[src/rtl/seq_divider32.sv]
// seq_divider32: multi-cycle unsigned restoring divider with start/done handshake
module seq_divider32 #(
  parameter int n = 32
) (
  input  logic         clk,
  input  logic         nReset,
  input  logic         start,
  input  logic [n-1:0] Dividend,
  input  logic [n-1:0] Divisor,
  output logic         busy,
  output logic         done,
  output logic [n-1:0] Quotient,
  output logic [n-1:0] Remainder,
  output logic         divByZero
);
  localparam int CW = $clog2(n);
  typedef enum logic [1:0] {IDLE, RUN, FINISH} state_t;
  state_t         r_state;
  logic [n-1:0]   r_rem, r_q, r_div, r_quo, r_remo;
  logic [CW-1:0]  r_cnt;
  logic           r_busy, r_done, r_dbz;
  logic [n:0]     w_sh, w_trial;
  logic [n-1:0]   w_rn, w_qn;
  logic           w_accept;
  // restored remainder is always below the divisor, so its extra top bit is never needed between steps
  assign w_sh     = {r_rem, r_q[n-1]};
  assign w_trial  = w_sh + ~{1'b0, r_div} + {{n{1'b0}}, 1'b1};
  assign w_rn     = w_trial[n] ? w_sh[n-1:0] : w_trial[n-1:0];
  assign w_qn     = {r_q[n-2:0], ~w_trial[n]};
  assign w_accept = start && r_state != RUN;
  assign busy      = r_busy;
  assign done      = r_done;
  assign Quotient  = r_quo;
  assign Remainder = r_remo;
  assign divByZero = r_dbz;
  always_ff @(posedge clk or negedge nReset) begin
    if (!nReset) begin
      r_state <= IDLE;
      r_rem   <= '0;
      r_q     <= '0;
      r_div   <= '0;
      r_cnt   <= '0;
      r_busy  <= 1'b0;
      r_done  <= 1'b0;
      r_quo   <= '0;
      r_remo  <= '0;
      r_dbz   <= 1'b0;
    end else if (w_accept) begin
      r_div <= Divisor;
      r_rem <= '0;
      r_q   <= Dividend;
      r_cnt <= '0;
      if (Divisor == '0) begin
        r_state <= FINISH;
        r_busy  <= 1'b0;
        r_done  <= 1'b1;
        r_quo   <= '1;
        r_remo  <= Dividend;
        r_dbz   <= 1'b1;
      end else begin
        r_state <= RUN;
        r_busy  <= 1'b1;
        r_done  <= 1'b0;
      end
    end else if (r_state == RUN) begin
      r_rem <= w_rn;
      r_q   <= w_qn;
      r_cnt <= r_cnt + 1'b1;
      if (r_cnt == CW'(n - 1)) begin
        r_state <= FINISH;
        r_busy  <= 1'b0;
        r_done  <= 1'b1;
        r_quo   <= w_qn;
        r_remo  <= w_rn;
        r_dbz   <= 1'b0;
      end
    end else begin
      r_state <= IDLE;
      r_done  <= 1'b0;
    end
  end
endmodule

[config.mk]
export PLATFORM = sky130hd
export DESIGN_NAME = seq_divider32
export DESIGN_NICKNAME = d
export VERILOG_FILES = /design/src/rtl/seq_divider32.sv
export SDC_FILE = /design/constraint.sdc
export NUM_CORES = 1
export LEC_CHECK = 0
export ABC_AREA = 1
export ABC_CLOCK_PERIOD_IN_PS = 2200
export CORE_UTILIZATION = 26
export DETAILED_ROUTE_END_ITERATION = 6
export PLACE_DENSITY_LB_ADDON = 0.15
export SLEW_MARGIN = 10
export SYNTH_ARGS = -nofsm -noshare
export SYNTH_HDL_FRONTEND = slang
export SYNTH_SLANG_ARGS = --single-unit
[constraint.sdc]
create_clock -name clk -period 2.2 [get_ports clk]
set_input_delay 0.66 -clock clk [delete_from_list [all_inputs] [get_ports clk]]
set_output_delay 0.66 -clock clk [all_outputs]
set_load 0.005 [all_outputs]
Yosys cells after proc, flatten, opt, wreduce, memory -nomap -nowiden
Index checks and enable logic that the tools add are counted.
{"block": "totals", "latchBits": 0, "output_inout_bits": 67, "ramBits": 0, "ff_bits": 170, "mem_count": 0, "rom_bits": 0}
{"block": "op_classes", "n_eq_ne": 5, "n_shift": 0, "n_lt_le_gt_ge": 0, "n_bitwise": 2, "multipliers": 0, "muxes": 29, "n_div": 0, "n_reduce_logical": 6, "addsub": 3}
{"cell": "2-to-1 mux 32 bit", "count": 13}
{"cell": "adder 33 x 1 -> 33 bit, second input constant", "count": 1}
{"cell": "adder 33 bit", "count": 1}
{"cell": "inverter 32 -> 33 bit", "count": 1}
{"cell": "logical NOT 32 bit", "count": 1}
{"cell": "2-to-1 mux 1 bit", "count": 10}
{"cell": "2-to-1 mux 5 bit", "count": 2}
{"cell": "2-to-1 mux 2 bit", "count": 4}
{"cell": "adder 5 x 1 -> 5 bit, second input constant", "count": 1}
{"cell": "equality test 5 bit, second input constant", "count": 1}
{"cell": "inequality test 2 x 1 -> 1 bit, second input constant", "count": 2}
{"cell": "nonzero test 2 bit", "count": 2}
{"cell": "inequality test 3 x 2 -> 1 bit, second input constant", "count": 1}
{"cell": "AND reduction 3 bit", "count": 1}
{"cell": "equality test 2 x 1 -> 1 bit, second input constant", "count": 1}
{"cell": "AND reduction 2 bit", "count": 1}
{"cell": "logical AND 1 bit", "count": 1}
{"cell": "inverter 1 bit", "count": 1}

Logic depth before layout (Yosys ltp)
Gate-level depths: netlist of run 1.
{"block": "logic_depth", "ltp_word": 7, "depth_mapped": 19, "ltp_nobuf": 18}

Least setup slack after synthesis of run 1
Ideal clock, no wire load.
{"block": "synth_path", "kind": "flip-flop to flip-flop", "from": "register r_q[31]", "to": "register r_remo[31] (netlist: Remainder[31])", "setup_time_ps": 113, "arrival_ps": 2062, "t_required_ps": 2087, "period_less_slack_ps": 2175, "setup_slack_ps": 25, "path_stages_with_launch": 20, "path_cell_list": "dfrtp_1 inv_1 ha_1 inv_1 fa_1 nand2_1 nand2_1 nand3_2 nand2_2 nand2_2 nand2_4 nand2_4 nand2_4 nand2_2 nand2_4 buf_12 nand3_4 nand3_1 nand2_1 inv_1"}
{"block": "synth_between", "elab_chain_cells": 6}
{"item": "start: declaration", "line_no": "19", "rtl": "logic [n-1:0] r_rem, r_q, r_div, r_quo, r_remo;"}
{"item": "start signal: assignment", "line_no": "51", "rtl": "r_q <= Dividend;"}
{"item": "start signal: assignment", "line_no": "67", "rtl": "r_q <= w_qn;"}
{"item": "adder 33 bit", "line_no": "27", "rtl": "assign w_trial = w_sh + ~{1'b0, r_div} + {{n{1'b0}}, 1'b1};"}
{"item": "adder 33 x 1 -> 33 bit", "line_no": "27"}
{"item": "2-to-1 mux 32 bit", "line_no": "28", "rtl": "assign w_rn = w_trial[n] ? w_sh[n-1:0] : w_trial[n-1:0];"}
{"item": "2-to-1 mux 32 bit", "line_no": "69", "rtl": "if (r_cnt == CW'(n - 1)) begin"}
{"item": "2-to-1 mux 32 bit", "line_no": "65", "rtl": "end else if (r_state == RUN) begin"}
{"item": "2-to-1 mux 32 bit", "line_no": "48", "rtl": "end else if (w_accept) begin"}
{"item": "end signal: assignment", "line_no": "58", "rtl": "r_remo <= Dividend;"}
{"item": "end signal: assignment", "line_no": "74", "rtl": "r_remo <= w_rn;"}
{"item": "end: declaration", "line_no": "19"}
No other way between the ends. The select of a mux whose other input is x is not followed.
A chain may end at the register's enable or synchronous reset.

Worst setup path in the final report of run 1
{"block": "layout_path", "from": "register r_q[31]", "to": "register r_rem[4]"}
{"block": "layout_between", "elab_chain_cells": 5}
{"item": "adder 33 bit", "line_no": "27"}
{"item": "adder 33 x 1 -> 33 bit", "line_no": "27"}
{"item": "2-to-1 mux 32 bit", "line_no": "28"}
{"item": "2-to-1 mux 32 bit", "line_no": "65"}
{"item": "2-to-1 mux 32 bit", "line_no": "48"}
{"item": "end signal: assignment", "line_no": "66", "rtl": "r_rem <= w_rn;"}
{"item": "end: declaration", "line_no": "19"}
No other way between the ends. The select of a mux whose other input is x is not followed.

==> metrics, run 1 <==
global-route wire length before repair 55100 microns; hpwl dp 26200 microns; CTS tree yes; run status finished with violations; Post-Synthesis Cell Area 10600 sq um; Leak Pwr 7.98 nW; TNS Setup -6120 ps; slowest stage delay, CP 400 ps; critical path endpoint category flip-flop; Crit Path Category reg -> reg; Total GRT Usage 17.1%; Synth-to-Final Area Change 50.0%; CP startpoint kind flip-flop; vias in the first global route 9975; PortBufs 133; synth warn 0; synth top area cells dfrtp_1, nand2_1, inv_1; First DRT Iteration DRCs 343; pin count of the biggest net entering global routing 85; routed via count 10200; post-DR wirelength/cell 14.6 microns; Crit path depth 18; drt via density 4.30; slack of the critical path -153 ps; leading area contributor after synthesis dfrtp_1; flop and latch count out of synthesis 169; Crit Path Max Fanout 21; Final Setup Violations 64; Power Dens Cells 1710 nW/um^2; post-synth net total 1621; CTS Buf Count 17; R2R cell count 18; Slew headroom 70.9%; worst path required time 2590 ps; Die Area 41600 sq um; post-route cell area 15900 sq um; Final Slew Violations 0; # placed instances 2320; initial antenna violation count 0; 1st-pass router iterations 5; worst-skew pair later-pin latency 450 ps; drc violations 0; Yosys top cell area share 39.9%; worst slew pin tran 437 ps; total congestion overflow 0; Syn Inst Count 1519; Clk network pwr share 11.4%; n_diodes 0; Clock Tree Buf Depth 2; CP delay by family, top simple AND/OR/NAND/NOR gates; combinational share of power 67.7%; part of the Yosys area used for sequential elements 39.9%; Hold Fails Final Rpt 0; Max IR drop VDD 0.665 mV; fmax 0.425 GHz; starting density of the core 26.5%; placed instance area 14100 sq um; CTS Root Cell clkbuf_16; layout cells sized above 1 26.8%; number of flops mapped to enable cells by yosys 0; max cap viols 0; critical-path cell list inv_2, ha_4, inv_4, fa_2, nand2_2, nand2_2, nand3_2, nand2_2, nand2_2, nand2_4, nand2_4, nand3_2, nand2_4, buf_12, nand3_2, nand2_2, nand2_1, nand2_1; fin crit period 2350 ps; cts hold-fix bufs 0; DRT Wirelength 34600 microns; violated checks negative setup slack; die height 204 microns; Non-Filler Instances 2373; Core Footprint 40000 sq um; clock sinks 169; Chip Width 204 microns; asr flop ratio synth 100%; Mean Syn Cell Area 6.98 sq um; CP max stage cell dfrtp_1; Ports 134; WHS 129 ps; switching power share of the total 45.6%; Reg power frac 20.9%; clock slew at reported path FFs 70 ps; total chip power 27.2 mW; Finished Core Util 39.8%; number of fill cells 4247; cell row count 73; Final Skew 11.2 ps; DP Worst Slack -818 ps; Worst Path Buf+Inv 3; synth cell count leaders nand2_1, inv_1, dfrtp_1; cell with the most instances after synthesis nand2_1; final net count 1937; RSZ-0062 raised after global routing yes; Sw Pwr 12.4 mW; GPL Wtd Cong 0.875; Worst path most repeated cell nand2_2; Tcrit/Tclk final 107%; Pint 14.8 mW; Top FF cell, synth dfrtp_1; Synth cell types 39; htree depth 4; Worst Hold Class in -> async; final antenna-violating net count 0; Critical Path AT 2740 ps
## state kept, by name, summed over array words and instances (netlist names)
signal	count
Quotient	32
Remainder	32
busy	1
divByZero	1
done	1
r_cnt	5
r_div	32
r_q	32
r_rem	32
r_state	1
## layout make-up
type                       instances  area [sq um]  area share (%)
multi-input combinational       1074          6180            38.9
sequential                       169          4240            26.6
timing repair buffer             357          3430            21.5
inverter                         216           815            5.12
tap                              525           657            4.13
clock buffer                      17           425            2.67
clock inverter                    15           163            1.02
## routing by layer
metal / up-vias / global-route usage, % / share of wire (%)
li1: 5377 / - / -
met4: 0 / 3.89 / 1.5
met5: - / 0 / 0
met1: 4650 / 24.5 / 50
met2: 152 / 26.9 / 46
met3: 28 / 2.61 / 3.2
## placed cells by master, fill, tap and decap left out, drive strengths merged, types with 2 or more instances in the layout
master / instances
a21o: 2
a21oi: 111
a22o: 2
and2: 5
buf: 221
bufinv: 2
clkbuf: 21
clkdlybuf4s50: 104
clkinv: 5
clkinvlp: 3
dfrtp: 169
dlygate4sd2: 27
ha: 34
inv: 221
nand2: 535
nand3: 123
nand4: 9
nor2: 114
nor3: 11
o21ai: 69
or2: 39
xor2: 14
## power groups by stage
stage          logic (mW)  clock network, mW  registers, mW
3_5_place_dp         15.9                  0           5.66
2_1_floorplan        9.28                  0           5.38
6_report             18.4               3.10           5.67
3_3_place_gp         15.8                  0           5.67
4_1_cts              17.1               3.20           5.63
5_1_grt              20.5               3.33           5.84
## cell families after synthesis
| kind of cell | share of synthesized area [%] |
|---|---|
| AO/OA/AOI/OAI | 9.18 |
| XOR/XNOR | 1.24 |
| adder cells (fa/ha/maj) | 4.20 |
| buffers and inverters | 10.7 |
| flip-flops | 39.9 |
| AND/OR/NAND/NOR | 34.9 |
## repair_timing
action / in CTS / in global routing
pin swaps: 29 / 49
setup endpoints to repair: 97 / 96
resized for setup: 108 / 134
setup buffers: 8 / 4
cloned: 7 / 4
## worst paths after layout
path,startpoint,to,slack [ps]
setup reg to reg,r_q[31],r_rem[4],-150
min in group clk,Quotient[7],Quotient[7],480
hold reg to reg,Quotient[7],Quotient[7],480
setup / recovery,r_q[31],r_rem[4],-150
hold / removal,nReset,Quotient[30],130
max in group asynchronous,nReset,r_div[10],1500
## worst register-to-register path, cell delays in order, from the launching register on
cell,delay (ps)
dfrtp_1,400
inv_2,80
ha_4,130
inv_4,40
fa_2,350
nand2_2,70
nand2_2,70
nand3_2,70
nand2_2,60
nand2_2,70
nand2_4,60
nand2_4,100
nand3_2,100
nand2_4,140
buf_12,190
nand3_2,150
nand2_2,90
nand2_1,50
nand2_1,70
Note: power is estimated with default switching activity, not from simulation.
==> run 2: changes to the inputs <==
Settings changed: ABC_CLOCK_PERIOD_IN_PS 2200 to 2600.
Clock period 2.2 ns to 2.6 ns, I/O delays scaled along.
==> metrics, run 2 (synthesis gave the netlist of run 1 again) <==
Chip Width 204 microns (unchanged); Crit Path Category in -> reg (was reg -> reg); Critical Path AT 2860 ps (was 2740 ps); global-route wire length before repair 53800 microns (was 55100 microns); number of fill cells 4323 (was 4247); Final Skew 12.3 ps (was 11.2 ps); post-DR wirelength/cell 15.2 microns (was 14.6 microns); fmax 0.399 GHz; worst-skew pair later-pin latency 450 ps (about the same); clock slew at reported path FFs 70 ps (about the same); Max IR drop VDD 0.430 mV (was 0.665 mV); routed via count 9860 (was 10200); most common cell after layout, fill and taps aside nand2_1 (unchanged); Slew headroom 65.9% (was 70.9%); Total GRT Usage 16.7% (was 17.1%); First DRT Iteration DRCs 602 (was 343); Ports 134 (unchanged); R2R cell count 19 (was 18); PortBufs 133 (unchanged); GPL Wtd Cong 0.885 (was 0.875); RSZ-0062 raised after global routing yes (unchanged); clock sinks 169 (unchanged); worst slew pin tran 512 ps (was 437 ps); total congestion overflow 0 (unchanged); Die Area 41600 sq um (unchanged); Non-Filler Instances 2252 (was 2373); layout cells sized above 1 15.3% (was 26.8%); DP Worst Slack -592 ps (was -818 ps); Crit Path Max Fanout 6 (was 21); DRT Wirelength 34300 microns (was 34600 microns); final net count 1817 (was 1937); starting density of the core 26.5% (unchanged); n_diodes 0 (unchanged); run status completed (was finished with violations); critical-path cell list clkdlybuf4s50_1, or2_4, nor3_4, buf_6, nand4_1, nand2_4, nand2_8, clkbuf_16, a21oi_2, nand3_1, nand2_1, inv_1 (was inv_2, ha_4, inv_4, fa_2, nand2_2, nand2_2, nand3_2, nand2_2, nand2_2, nand2_4, nand2_4, nand3_2, nand2_4, buf_12, nand3_2, nand2_2, nand2_1, nand2_1); flop2flop setup slack 140 ps (was -150 ps); slack of the critical path 90.6 ps (was -153 ps); CP max stage cell clkdlybuf4s50_1 (was dfrtp_1); die height 204 microns (unchanged); fin crit period 2510 ps; initial antenna violation count 0 (unchanged); # placed instances 2212 (was 2320); Power Dens Cells 1400 nW/um^2 (was 1710 nW/um^2); slowest stage delay, CP 410 ps (was 400 ps); cell row count 73 (unchanged); Final Setup Violations 0 (was 64); Core Footprint 40000 sq um (unchanged); max cap viols 0 (unchanged); final antenna-violating net count 0 (unchanged); total chip power 19.9 mW (was 27.2 mW); critical path endpoint category flip-flop (unchanged); CTS tree yes (unchanged); Leak Pwr 7.33 nW (was 7.98 nW); worst path required time 2950 ps (was 2590 ps); cts hold-fix bufs 0 (unchanged); htree depth 4 (unchanged); Synth-to-Final Area Change 33.8% (was 50.0%); worst reg2reg endpoint Remainder[23] (was r_rem[4]); Crit Reg-Reg Startpoint r_q[31] (unchanged); pin count of the biggest net entering global routing 88 (was 85); Final Slew Violations 0 (unchanged); vias in the first global route 9739 (was 9975); 1st-pass router iterations 6 (was 5); drc violations 0 (unchanged); most frequent cells in the layout nand2_1, inv_1, dfrtp_1 (was nand2_1, inv_1, buf_4); Clock Tree Buf Depth 2 (unchanged); CTS Buf Count 17 (unchanged); TNS Setup 0 ps (was -6120 ps); Worst Hold Class in -> async (unchanged); Finished Core Util 35.5% (was 39.8%); Hold Fails Final Rpt 0 (unchanged); Tcrit/Tclk final 96.5%; drt via density 4.38 (was 4.30); hpwl dp 26000 microns (was 26200 microns); CTS Root Cell clkbuf_16 (unchanged); CP startpoint kind input pin (was flip-flop)
[run 2: cell types whose count changed in the layout (fill, tap and decap cells not counted), sizes merged]
cell / previous run / this run
clkbuf: 21 / 25
bufinv: 2 / 1
clkdlybuf4s15: 1 / 0
inv: 221 / 216
dlygate4sd2: 27 / 0
dlymetal6s2s: 0 / 13
nand2: 535 / 538
clkinv: 5 / 4
buf: 221 / 99
clkdlybuf4s50: 104 / 119
clkinvlp: 3 / 4
[run 2: repair_timing]
item,4_1_cts,5_1_grt
setup buffers,0,2
gates resized for setup,4,70
pin swaps,1,21
cloned,0,7
hold endpoints to repair,0,0
setup endpoints to repair,54,93
[run 2: stage by stage]
step	hold slack [ps]	instance area [sq um]
finish	281	14200
CTS	282	13800
detailed placement	478	13200
global route	310	14200
global placement	469	13200
floorplan	446	10600
[run 2: how the worst max path moves through the flow]
stage | startpoint | endpoint | slack, ps
2_1_floorplan | r_q[31] | Remainder[31] | 430
3_3_place_gp | Divisor[17] | Remainder[7] | -410
3_5_place_dp | Divisor[17] | Remainder[8] | -590
4_1_cts | r_q[31] | r_rem[5] | 9
5_1_grt | r_q[31] | Remainder[25] | -20
6_report | Divisor[18] | Remainder[10] | 90
[run 2: final cells by class]
type	instances	area, sq um	share of cell area [%]
multi-input combinational	1077	5540	39.0
inverter	216	812	5.72
tap	525	657	4.63
clock buffer	22	474	3.34
sequential	169	4230	29.8
timing repair buffer	234	2390	16.9
clock inverter	9	91.3	0.644
[run 2: report_power, final]
| part | switching, mW | total (mW) | internal, mW | leakage (nW) |
|---|---|---|---|---|
| clock | 1.15 | 2.54 | 1.39 | 0.265 |
| combinational | 7.39 | 12.6 | 5.19 | 5.01 |
| sequential | 0.882 | 4.78 | 3.90 | 2.05 |
[run 2: critical path: cells and delay by family]
kind / cells / cell delay (ps)
and+or+nand+nor: 7 / 1180
buffers and inverters: 4 / 780
AOI/OAI and AO/OA: 1 / 120
[run 2: metal layers]
metal	part of all wire [%]	track usage (%)	wire, microns
met5	0	0	0
met4	1.6	4.96	562
met3	2.7	2.22	933
met2	45	25.9	15400
met1	51	24.1	17400
==> run 3: changes to the inputs <==
Settings changed: ABC_CLOCK_PERIOD_IN_PS 2600 to 2100.
Clock period 2.6 ns to 2.1 ns, I/O delays scaled along.
==> metrics, run 3 (synthesis gave the netlist of run 1 again) <==
post-route cell area 16400 sq um (was 14200 sq um); slowest stage delay, CP 400 ps (was 410 ps); htree depth 4 (unchanged); worst reg2reg endpoint Remainder[31] (was Remainder[23]); most common cell after layout, fill and taps aside nand2_1 (unchanged); worst-skew pair later-pin latency 450 ps (about the same); CTS Root Cell clkbuf_16 (unchanged); critical-path cell list inv_2, ha_4, inv_4, fa_2, nand2_2, nand2_2, nand3_2, nand2_2, nand2_2, nand2_4, nand2_8, nand2_8, nand2_4, nand2_8, clkbuf_16, nand3_2, nand3_2, nand2_1, inv_1 (was clkdlybuf4s50_1, or2_4, nor3_4, buf_6, nand4_1, nand2_4, nand2_8, clkbuf_16, a21oi_2, nand3_1, nand2_1, inv_1); global-route wire length before repair 55600 microns (was 53800 microns); Crit path depth 19 (was 12); slack of the critical path -287 ps (was 90.6 ps); routed via count 10500 (was 9860); DRT Wirelength 35600 microns (was 34300 microns); CTS tree yes (unchanged); Hold Fails Final Rpt 0 (unchanged); Worst Path Buf+Inv 4 (unchanged); final net count 1985 (was 1817); drc violations 0 (unchanged); layout cells sized above 1 28.8% (was 15.3%); RSZ-0062 raised after global routing yes (unchanged); Total GRT Usage 17.3% (was 16.7%); vias in the first global route 10200 (was 9739); clock slew at reported path FFs 70 ps (about the same); flop2flop setup slack -290 ps (was 140 ps); worst path required time 2450 ps (was 2950 ps); PortBufs 133 (unchanged); Clk network pwr share 10.2% (was 12.8%); violated checks negative setup slack; Clock Tree Buf Depth 2 (unchanged); Final Setup Violations 67 (was 0); combinational share of power 69.8% (was 63.2%); most frequent cells in the layout nand2_1, buf_4, inv_1 (was nand2_1, inv_1, dfrtp_1); starting density of the core 26.5% (unchanged); drt via density 4.33 (was 4.38); Crit Path Category reg -> reg (was in -> reg); CTS Buf Count 17 (unchanged); placed instance area 14400 sq um (was 13200 sq um); CP startpoint kind flip-flop (was input pin); CP startpoint r_q[31] (was Divisor[18]); Power Dens Cells 1810 nW/um^2 (was 1400 nW/um^2); CP max stage cell dfrtp_1 (was clkdlybuf4s50_1); Final Slew Violations 0 (unchanged); Finished Core Util 41.1% (was 35.5%); critical path endpoint category flip-flop (unchanged); Chip Width 204 microns (unchanged); total chip power 29.8 mW (was 19.9 mW); Crit Reg-Reg Startpoint r_q[31] (unchanged); Max IR drop VDD 0.727 mV (was 0.430 mV); R2R cell count 19 (unchanged); initial antenna violation count 0 (unchanged); Final Skew 15.4 ps (was 12.3 ps); total congestion overflow 0 (unchanged); Worst Hold Class in -> async (unchanged); post-DR wirelength/cell 14.7 microns (was 15.2 microns); 1st-pass router iterations 4 (was 6); fmax 0.419 GHz; die height 204 microns (unchanged); Synth-to-Final Area Change 55.0% (was 33.8%); Ports 134 (unchanged); Crit Path Max Fanout 6 (unchanged); Reg power frac 20.0% (was 24.0%); final antenna-violating net count 0 (unchanged); CP delay by family, top simple AND/OR/NAND/NOR gates (unchanged); Die Area 41600 sq um (unchanged); pin count of the biggest net entering global routing 87 (was 88); Core Footprint 40000 sq um (unchanged); GPL Wtd Cong 0.873 (was 0.885); DP Worst Slack -958 ps (was -592 ps); worst setup path endpoint Remainder[31] (was Remainder[10]); fin crit period 2390 ps; cell row count 73 (unchanged); Slew headroom 71.2% (was 65.9%); clock sinks 169 (unchanged); First DRT Iteration DRCs 486 (was 602); Sw Pwr 13.5 mW (was 9.42 mW); switching power share of the total 45.3% (was 47.3%); worst slew pin tran 432 ps (was 512 ps); hpwl dp 26300 microns (was 26000 microns); max cap viols 0 (unchanged); Critical Path AT 2730 ps (was 2860 ps); Leak Pwr 8.36 nW (was 7.33 nW); Pint 16.3 mW (was 10.5 mW); Worst path most repeated cell nand2_2; Tcrit/Tclk final 114%; n_diodes 0 (unchanged); run status finished with violations (was completed)
[run 3: cell type report]
class	instances	area, sq um
fillers	4133	23600
flip-flops and latches	169	4230
multi-input cells	1075	6290
well taps	525	657
repair buffers	404	3900
clock buffers	20	447
clock inverters	11	101
inverters	216	815
[run 3: routing by layer]
layer / share of wire [%] / wire length (microns) / GRT usage (%)
met2: 45 / 16000 / 26.6
met4: 2.3 / 820 / 6.05
met1: 49 / 17600 / 24.5
met5: 0 / 0 / 0
met3: 3.3 / 1160 / 2.38
[run 3: worst min path at each step]
stage,from,endpoint,cells after the start
4_1_cts,nReset,Remainder[27],1
6_report,nReset,r_rem[25],1
3_5_place_dp,r_div[0],r_div[0],2
3_3_place_gp,r_div[0],r_div[0],2
2_1_floorplan,nReset,Quotient[0],0
5_1_grt,nReset,Remainder[27],1
[run 3: power by group through the flow]
stage / clock network (mW) / registers (mW) / logic [mW]
finish: 3.04 / 5.94 / 20.8
global route: 3.27 / 6.12 / 23.0
CTS: 3.14 / 5.86 / 19.1
detailed placement: 0 / 5.89 / 17.3
global placement: 0 / 5.89 / 17.1
floorplan: 0 / 5.64 / 9.76
[run 3: timing repair]
item / CTS / global route
endpoints found under the setup margin: 98 / 115
hold buffers: 0 / 0
resized for setup: 132 / 173
setup buffers: 7 / 5
gates cloned: 8 / 8
pin swaps: 55 / 43
[run 3: stage by stage]
stage | hold WS [ps] | setup TNS [ps] | std cells
finish | 79.6 | -15550 | 2420
CTS | 73.5 | -18560 | 2408
global route | 87.0 | -24240 | 2420
detailed placement | 466 | -85260 | 2362
floorplan | 334 | -574 | 1519
global placement | 463 | -76490 | 2362
